[config.mk]
export PLATFORM = sky130hd
export DESIGN_NAME = dyn_pattern_det_param
export DESIGN_NICKNAME = d
export VERILOG_FILES = /design/src/rtl/dyn_pattern_pkg.sv /design/src/rtl/dyn_pattern_satcnt.sv /design/src/rtl/dyn_pattern_det_param.sv
export SDC_FILE = /design/constraint.sdc
export NUM_CORES = 1
export LEC_CHECK = 0
export ABC_AREA = 1
export BUFFER_PORTS_ARGS = -buffer_cell sky130_fd_sc_hd__buf_2
export CAP_MARGIN = 40
export CORE_ASPECT_RATIO = 0.5
export CORE_MARGIN = 3
export CORE_UTILIZATION = 61
export DETAILED_ROUTE_END_ITERATION = 12
export HOLD_SLACK_MARGIN = 0.15
export PLACE_DENSITY = 0.84
export RECOVER_POWER = 100
export SLEW_MARGIN = 30
export SYNTH_ARGS = -nofsm -noshare
export SYNTH_HDL_FRONTEND = slang
export SYNTH_SLANG_ARGS = --single-unit
[constraint.sdc]
create_clock -name clk -period 7.77 [get_ports clk]
set_input_delay 0.3885 -clock clk [delete_from_list [all_inputs] [get_ports clk]]
set_output_delay 0.3885 -clock clk [all_outputs]
set_load 0.005 [all_outputs]
[src/rtl/dyn_pattern_pkg.sv]
// rtl/dyn_pattern_pkg.sv - shared state encoding and config checks for the pattern detector
package dyn_pattern_pkg;

  typedef enum logic [1:0] {
    ST_UNCFG = 2'd0,
    ST_FILL  = 2'd1,
    ST_HUNT  = 2'd2
  } state_t;

  function automatic logic len_ok(input logic [31:0] len, input logic [31:0] max_len);
    return (len != 32'd0) && (len <= max_len);
  endfunction

endpackage

[src/rtl/dyn_pattern_satcnt.sv]
// rtl/dyn_pattern_satcnt.sv - saturating counter with synchronous clear and increment enable
module dyn_pattern_satcnt #(
  parameter int CNT_W = 8
) (
  input  logic             clk,
  input  logic             rst,
  input  logic             i_clr,
  input  logic             i_inc,
  output logic [CNT_W-1:0] o_cnt
);

  logic [CNT_W-1:0] r_cnt;

  always_ff @(posedge clk) begin
    if (rst || i_clr) begin
      r_cnt <= '0;
    end else if (i_inc && !(&r_cnt)) begin
      r_cnt <= r_cnt + 1'b1;
    end
  end

  assign o_cnt = r_cnt;

endmodule

[src/rtl/dyn_pattern_det_param.sv]
// rtl/dyn_pattern_det_param.sv - runtime-programmable serial pattern detector
module dyn_pattern_det_param
  import dyn_pattern_pkg::*;
#(
  parameter int MAX_LEN = 8,
  parameter int LEN_W   = 4,
  parameter int CNT_W   = 8
) (
  input  logic               clk,
  input  logic               rst,
  input  logic               cfg_we,
  input  logic [MAX_LEN-1:0] cfg_pattern,
  input  logic [LEN_W-1:0]   cfg_len,
  input  logic               cfg_overlap,
  input  logic               valid,
  input  logic               in,
  output logic               armed,
  output logic               match,
  output logic [CNT_W-1:0]   match_cnt,
  output logic               cfg_err
);

  state_t             r_state;
  state_t             w_state_nxt;
  logic [MAX_LEN-1:0] r_pattern;
  logic [LEN_W-1:0]   r_len;
  logic               r_overlap;
  logic [MAX_LEN-1:0] r_hist;
  logic [LEN_W-1:0]   r_fill;
  logic               r_match;
  logic               r_cfg_err;

  logic               w_cfg_ok;
  logic               w_cfg_load;
  logic               w_sample;
  logic [MAX_LEN-1:0] w_hist_nxt;
  logic [LEN_W-1:0]   w_fill_inc;
  logic [MAX_LEN-1:0] w_mask;
  logic               w_full;
  logic               w_hit;

  assign w_cfg_ok   = len_ok(32'(cfg_len), 32'(MAX_LEN));
  assign w_cfg_load = cfg_we && w_cfg_ok;
  // A config write always wins over a sample arriving in the same cycle.
  assign w_sample   = valid && !cfg_we && (r_state != ST_UNCFG);
  assign w_hist_nxt = {r_hist[MAX_LEN-2:0], in};
  assign w_fill_inc = (r_fill >= r_len) ? r_len : r_fill + 1'b1;
  assign w_mask     = ~({MAX_LEN{1'b1}} << r_len);
  assign w_full     = (w_fill_inc >= r_len);
  assign w_hit      = w_sample && w_full && (((w_hist_nxt ^ r_pattern) & w_mask) == '0);

  always_ff @(posedge clk) begin
    if (rst) begin
      r_state <= ST_UNCFG;
    end else begin
      r_state <= w_state_nxt;
    end
  end

  always_comb begin
    w_state_nxt = r_state;
    if (cfg_we) begin
      if (w_cfg_ok) begin
        w_state_nxt = ST_FILL;
      end
    end else if (w_sample) begin
      if (w_hit && !r_overlap) begin
        w_state_nxt = ST_FILL;
      end else if (w_full) begin
        w_state_nxt = ST_HUNT;
      end else begin
        w_state_nxt = ST_FILL;
      end
    end
  end

  always_ff @(posedge clk) begin
    if (rst) begin
      r_pattern <= '0;
      r_len     <= '0;
      r_overlap <= 1'b0;
      r_hist    <= '0;
      r_fill    <= '0;
      r_match   <= 1'b0;
      r_cfg_err <= 1'b0;
    end else begin
      r_match   <= w_hit;
      r_cfg_err <= cfg_we && !w_cfg_ok;
      if (w_cfg_load) begin
        r_pattern <= cfg_pattern;
        r_len     <= cfg_len;
        r_overlap <= cfg_overlap;
        r_hist    <= '0;
        r_fill    <= '0;
      end else if (w_sample) begin
        r_hist <= w_hist_nxt;
        // Non-overlapping mode demands a full fresh window after each match.
        r_fill <= (w_hit && !r_overlap) ? '0 : w_fill_inc;
      end
    end
  end

  dyn_pattern_satcnt #(
    .CNT_W (CNT_W)
  ) u_match_cnt (
    .clk   (clk),
    .rst   (rst),
    .i_clr (w_cfg_load),
    .i_inc (w_hit),
    .o_cnt (match_cnt)
  );

  assign armed   = (r_state != ST_UNCFG);
  assign match   = r_match;
  assign cfg_err = r_cfg_err;

endmodule

# After elaboration in Yosys (flattened, before gate mapping)
# Index checks and enable logic that the tools add are counted.
dict set report word_totals {
  out_inout_bits 11
  ff_bits 36
  word_cells 47
  inputBits 18
}
dict set report op_classes {
  n_reduce_logical 21
  magnitude_cmp 3
  bitwise 3
  n_addsub 2
  n_eq_ne 1
  shift 1
  mux 7
}
# operator count
set op_table {}
lappend op_table {{$mux W2} 5}
lappend op_table {{$logic_and A1 B1 Y1} 9}
lappend op_table {{$add A8 B1 Y8 const B} 1}
lappend op_table {{$and A8 B8 Y8} 1}
lappend op_table {{$ge A4 B4 Y1} 2}
lappend op_table {{$logic_not A8 Y1} 1}
lappend op_table {{$mux W4} 2}
lappend op_table {{$not A8 Y8} 1}
lappend op_table {{$reduce_and A8 Y1} 1}
lappend op_table {{$shl A8 B4 Y8 const A} 1}
lappend op_table {{$xor A8 B8 Y8} 1}
lappend op_table {{$add A4 B1 Y4 const B} 1}
lappend op_table {{$le A4 B4 Y1 const B} 1}
lappend op_table {{$logic_not A1 Y1} 4}
lappend op_table {{$reduce_bool A2 Y1} 2}
lappend op_table {{$reduce_bool A4 Y1} 1}
lappend op_table {{$ne A2 B1 Y1 const B} 1}
lappend op_table {{$reduce_and A2 Y1} 1}
lappend op_table {{$reduce_or A2 Y1} 1}
lappend op_table {{$logic_or A1 B1 Y1} 1}

# Depth between registers and ports, before layout
dict set report logic_depth {
  depth_word 9
  mapped_depth 21
  ltp_nobuf 21
}

# Modules after synthesis
# From an unflattened synthesis, not the netlist that was laid out.
dict set report hier_totals {
  cells_unflattened 302
  hier_area_um2 2049.5
}
# module seq_area_each_um2 area_each_um2 cells_each instances
set modules_own_cells {}
lappend modules_own_cells {dyn_pattern_det_param 560.5 1607.8 232 1}
lappend modules_own_cells {dyn_pattern_satcnt 160.2 441.7 70 1}

# Worst setup path after synthesis
# No wires, ideal clock.
dict set report synth_timing {
  path_type {register -> register}
  startpoint {register r_len[1]}
  endpoint {register u_match_cnt.r_cnt[6] (netlist: u_match_cnt.o_cnt[6])}
  setup_slack_ns 5.299
  stages_incl_launch_ff 18
  t_arrival_ns 2.353
  setup_time_ns 0.118
  synth_period_minus_slack_ns 2.471
  n_path_buf 1
  t_required_ns 7.652
  cell_sequence {dfxtp_1 > inv_1 > ha_1 > inv_1 > o21bai_1 > nand3_1 > nand3_1 > o21ai_0 > inv_1 > ha_1 > nand2_1 > nor2_1 > nor2_1 > nor2_2 > buf_4 > nand3_4 > nand2_1 > a21oi_2}
}
dict set report synth_via {
  elab_chain_cells 6
  elab_cells_between_ends 10
  cone_classes {order compare: 2; shift: 1; mux: 1; bitwise: 2; reduce/logical: 4}
}
# item line_no
set synth_lines {}
lappend synth_lines {{start: declaration} dyn_pattern_det_param.sv:26} ;# logic [LEN_W-1:0] r_len;
lappend synth_lines {{start signal: assignment} dyn_pattern_det_param.sv:91} ;# r_len <= cfg_len;
lappend synth_lines {{$ge A4 B4 Y1 / $shl A8 B4 Y8 (equally long branches)} {dyn_pattern_det_param.sv:47, dyn_pattern_det_param.sv:48}}
lappend synth_lines {{$mux W4 / $not A8 Y8 (equally long branches)} {dyn_pattern_det_param.sv:47, dyn_pattern_det_param.sv:48}}
lappend synth_lines {{$ge A4 B4 Y1 / $and A8 B8 Y8 (equally long branches)} {dyn_pattern_det_param.sv:49, dyn_pattern_det_param.sv:50}}
lappend synth_lines {{$logic_and A1 B1 Y1 / $logic_not A8 Y1 (equally long branches)} dyn_pattern_det_param.sv:50} ;# assign w_hit = w_sample && w_full && (((w_hist_nxt ^ r_pattern) & w_mask) == '0);
lappend synth_lines {{$logic_and A1 B1 Y1 *} dyn_pattern_det_param.sv:50}
lappend synth_lines {{$logic_and A1 B1 Y1 *} dyn_pattern_satcnt.sv:17} ;# end else if (i_inc && !(&r_cnt)) begin
lappend synth_lines {{end signal: assignment} dyn_pattern_satcnt.sv:18} ;# r_cnt <= r_cnt + 1'b1;
lappend synth_lines {{end: declaration} dyn_pattern_satcnt.sv:12} ;# logic [CNT_W-1:0] r_cnt;
# Every way passes the cells marked *; elsewhere a longest branch is shown, timed or not.
# A chain may end at the register's enable or synchronous reset.

# Worst setup path after layout
dict set report layout_timing {
  startpoint {register r_len[1]}
  endpoint {register u_match_cnt.r_cnt[2] (netlist: u_match_cnt.o_cnt[2])}
}
# Same word-level chain as after synthesis.

==> summary.md <==
| Metric | Value |
|---|---|
| Status | finished clean |
| CP endpoint | u_match_cnt.o_cnt[2] |
| Core Region | 2850 um^2 |
| Dpl hpwl | around 3400 um |
| Finished Layout Cells | 348 |
| Yosys warns | 0 |
| Hold buffers post-CTS | 0 |
| Commonest non-fill, non-tap cell in the layout | nand2_1 |
| Synth-to-Final Area Change | 10.9% |
| Drt via density | 5.55 |
| Worst vdd ir | between 0.15 and 0.2 mV |
| Sw Share | 28.9% |
| GP Congestion | 0.896 |
| Final Skew | between 0.003 and 0.004 ns |
| Antenna diode count | 0 |
| Register area | roughly 700 um^2 |
| Via count | 1931 |
| CP max-delay cell | nor2_1 |
| R2R depth | 17 |
| Post-route cell area | 2220 um^2 |
| First-pass GRT wire length | slightly below 8000 um |
| Chip Width | between 80 and 90 um |
| CP bufs+invs | 3 |
| Routed WL per cell | 13.8 um |
| Commonest non-fill, non-tap cells in the layout | nand2_1, inv_1, dfxtp_1 |
| Clock share of power | 37.5% |
| Synth area leader | dfxtp_1 |
| Fillcell total | 237 |
| Final setup vio count | 0 |
| FMAX | 283 MHz |
| Post-route DRC | 0 |
| Worst-path clk slew | around 0.07 ns |
| Crit Path Class | flip-flop to flip-flop |
| Cells after Synth | approximately 280 |
| CTS Buf Count | 5 |
| Buffer count from post-CTS setup fixing | 0 |
| Max-cap violations | 0 |
| Asr flop ratio synth | 0% |
| Worst R2R Setup Slack | roughly 4.2 ns |
| Post-DP Area | 2140 um^2 |
| Rel. slew slack | 47.7% |
| Clk root buf | clkbuf_8 |
| Register area share after synthesis | ~36% |
| Netlist cell types | 26 |
| Routed Antenna Nets | 0 |
| Worst setup startpoint | r_len[1] |
| Critical-path maximum fanout | 11 |
| Critical Path Max Stage Delay | 0.53 ns |
| Post-layout util | 78.0% |
| Die height | 46.5 um |
| Skew-Pair Late Insertion Delay | just under 0.3 ns |
| Post-Route WL | ~4800 um |
| Initial Util | 70.3% |
| Syn avg cell area | 7.05 um^2 |
| Critical Path End Type | flip-flop |
| FF+latch count, synth | 36 |
| Final setup TNS | 0 ns |
| CTS HTree Levels | 2 |
| Iteration-0 DRC Markers | 142 |
| RR Startpoint | r_len[1] |
| Req. time, crit path | 7.91 ns |
| Largest delay share family, worst path | simple AND/OR/NAND/NOR gates |
| Cell internal pwr | a little over 0.0003 W |
| Leak Pwr | 0.986 nW |
| Multi-input logic area | 1070 um^2 |
| Area contributors post-synth | dfxtp_1, nand2_1, a21oi_1 |
| Num rows | 13 |
| Resize count post-CTS | 0 |
| P_sw | 0.000127 W |
| Slew @ Worst Pin | 0.782 ns |
| Final layout net count | 338 |
| Initial antenna violation count | 0 |
| Layout cell share with drive strength beyond 1 | a little over an eighth |
| Final Cycle Share | 45.5% |
| R2r endpoint | u_match_cnt.o_cnt[2] |
| Remaining global-route overflow | 0 |
| Min cycle time layout | 3.54 ns |
| Critical Path Stages | 17 |
| Flop pwr share | between 40 and 50% |
| # placed instances | 340 |
| Syn_nets | 312 |
| RSZ-0062 raised after global routing | false |
| Hold crit path type | input pin to flip-flop |
| DRT Pass-1 Iters | 5 |
| Most common cell on crit path | nand2_1 |
| GRT Overall Usage | between 20% and 30% |
| Predominant post-synthesis flop cell | dfxtp_1 |
| IO Port Bufs | 28 |
| Fin. Hold Viols | 0 |
| Slew Limit Fails | 0 |
| Gate power share | 17.1% |
| Syn Std Cell Area | 2000 um^2 |
| Cell chain of the critical path | inv_1, ha_1, inv_1, o21bai_1, nand3_1, nand3_1, o21ai_0, ha_1, inv_1, nand2_1, nand2_1, nand2_1, nor2_1, nor2_1, nand3_1, nand2_1, a21oi_1 |
| Post-synth top area share | a little over a third |
| EDFF count, synth | 0 |
| Clock Tree Buf Depth | 2 |
| CTS tree | yes |
| Largest net degree at the start of global routing | 28 |
| Total Die Area | 4050 um^2 |
| IO Pins | 29 |
| Vias in the first global route | approximately 1800 |
| WP data arrival | 3.68 ns |
| Setup crit start kind | flip-flop |
| Clk sinks | 36 |
| PwrDens | 197 nW/um^2 |
sequential cells by signal, summed over array words and instances (netlist names):
| signal | count |
|---|---|
| r_fill | 4 |
| r_overlap | 1 |
| cfg_err | 1 |
| r_pattern | 8 |
| u_match_cnt.o_cnt | 8 |
| match | 1 |
| r_hist | 7 |
| r_state | 2 |
| r_len | 4 |
cell type report:
| type | count | area share, % |
|---|---|---|
| flip-flops and latches | 36 | 32.5 |
| well taps | 37 | 2.08 |
| multi-input cells | 201 | 48.0 |
| repair buffers | 28 | 6.03 |
| clock buffers | 5 | 3.10 |
| clock inverters | 3 | 1.92 |
| inverters | 38 | 6.42 |
power groups by stage:
| stage | Sequential [W] | Combinational [W] | Clock (W) |
|---|---|---|---|
| after CTS | 0.000198 | 0.0000763 | 0.000165 |
| after floorplan | 0.000201 | 0.0000591 | 0 |
| after detailed placement | 0.000202 | 0.0000746 | 0 |
| after global placement | 0.000202 | 0.0000723 | 0 |
| after global routing | 0.000199 | 0.0000854 | 0.000176 |
| final | 0.000199 | 0.0000749 | 0.000164 |
metal layers:
layer	vias up	routed length [um]	GRT usage, %
met5	-	0	0
met4	0	28	8.70
met3	7	276	6.61
met2	59	2280	43.7
met1	894	2230	32.0
li1	971	-	-
logic make-up (layout without fill, tap and decap cells):
kind of cell | count (synthesis) | after routing | share of synthesized area (%)
AND/OR/NAND/NOR | 129 | 129 | 30.7
AO/OA/AOI/OAI | 54 | 54 | 13.9
buffers and inverters | 47 | 74 | 9.63
flip-flops | 36 | 36 | 36.0
adder cells (fa/ha/maj) | 10 | 10 | 6.25
XOR/XNOR | 8 | 8 | 3.50
cells in the mapped netlist, types with 4 or more instances:
master   number
ha_1         10
nand4_1      11
dfxtp_1      36
inv_1        36
nor2_1       11
a21oi_1      33
nand3_1      16
nand2_1      78
buf_2         4
xor2_1        6
o21ai_0      18
worst reg2reg max path: stages, from the launching register on:
cell and delay [ns]:
dfxtp_1 0.45, inv_1 0.16, ha_1 0.34, inv_1 0.06
o21bai_1 0.06, nand3_1 0.07, nand3_1 0.19, o21ai_0 0.39
ha_1 0.23, inv_1 0.04, nand2_1 0.06, nand2_1 0.04
nand2_1 0.06, nor2_1 0.04, nor2_1 0.53, nand3_1 0.41
nand2_1 0.18, a21oi_1 0.08
stage by stage:
stage | worst slack [ns] | hold slack [ns] | total power [W]
2_1_floorplan | 5.30 | 0.443 | 0.000260
3_3_place_gp | 4.77 | 0.456 | 0.000274
3_5_place_dp | 4.64 | 0.462 | 0.000277
4_1_cts | 4.59 | 0.315 | 0.000440
5_1_grt | 3.93 | 0.330 | 0.000460
6_report | 4.23 | 0.322 | 0.000438
worst min-delay path by stage:
stage,cells past startpoint,start,end
2_1_floorplan,2,r_pattern[1],r_pattern[1]
5_1_grt,2,rst,match
4_1_cts,2,rst,r_state[0]
3_3_place_gp,2,r_pattern[6],r_pattern[6]
6_report,2,rst,r_state[0]
3_5_place_dp,2,r_pattern[0],r_pattern[0]
(Power assumes the default switching activity.)
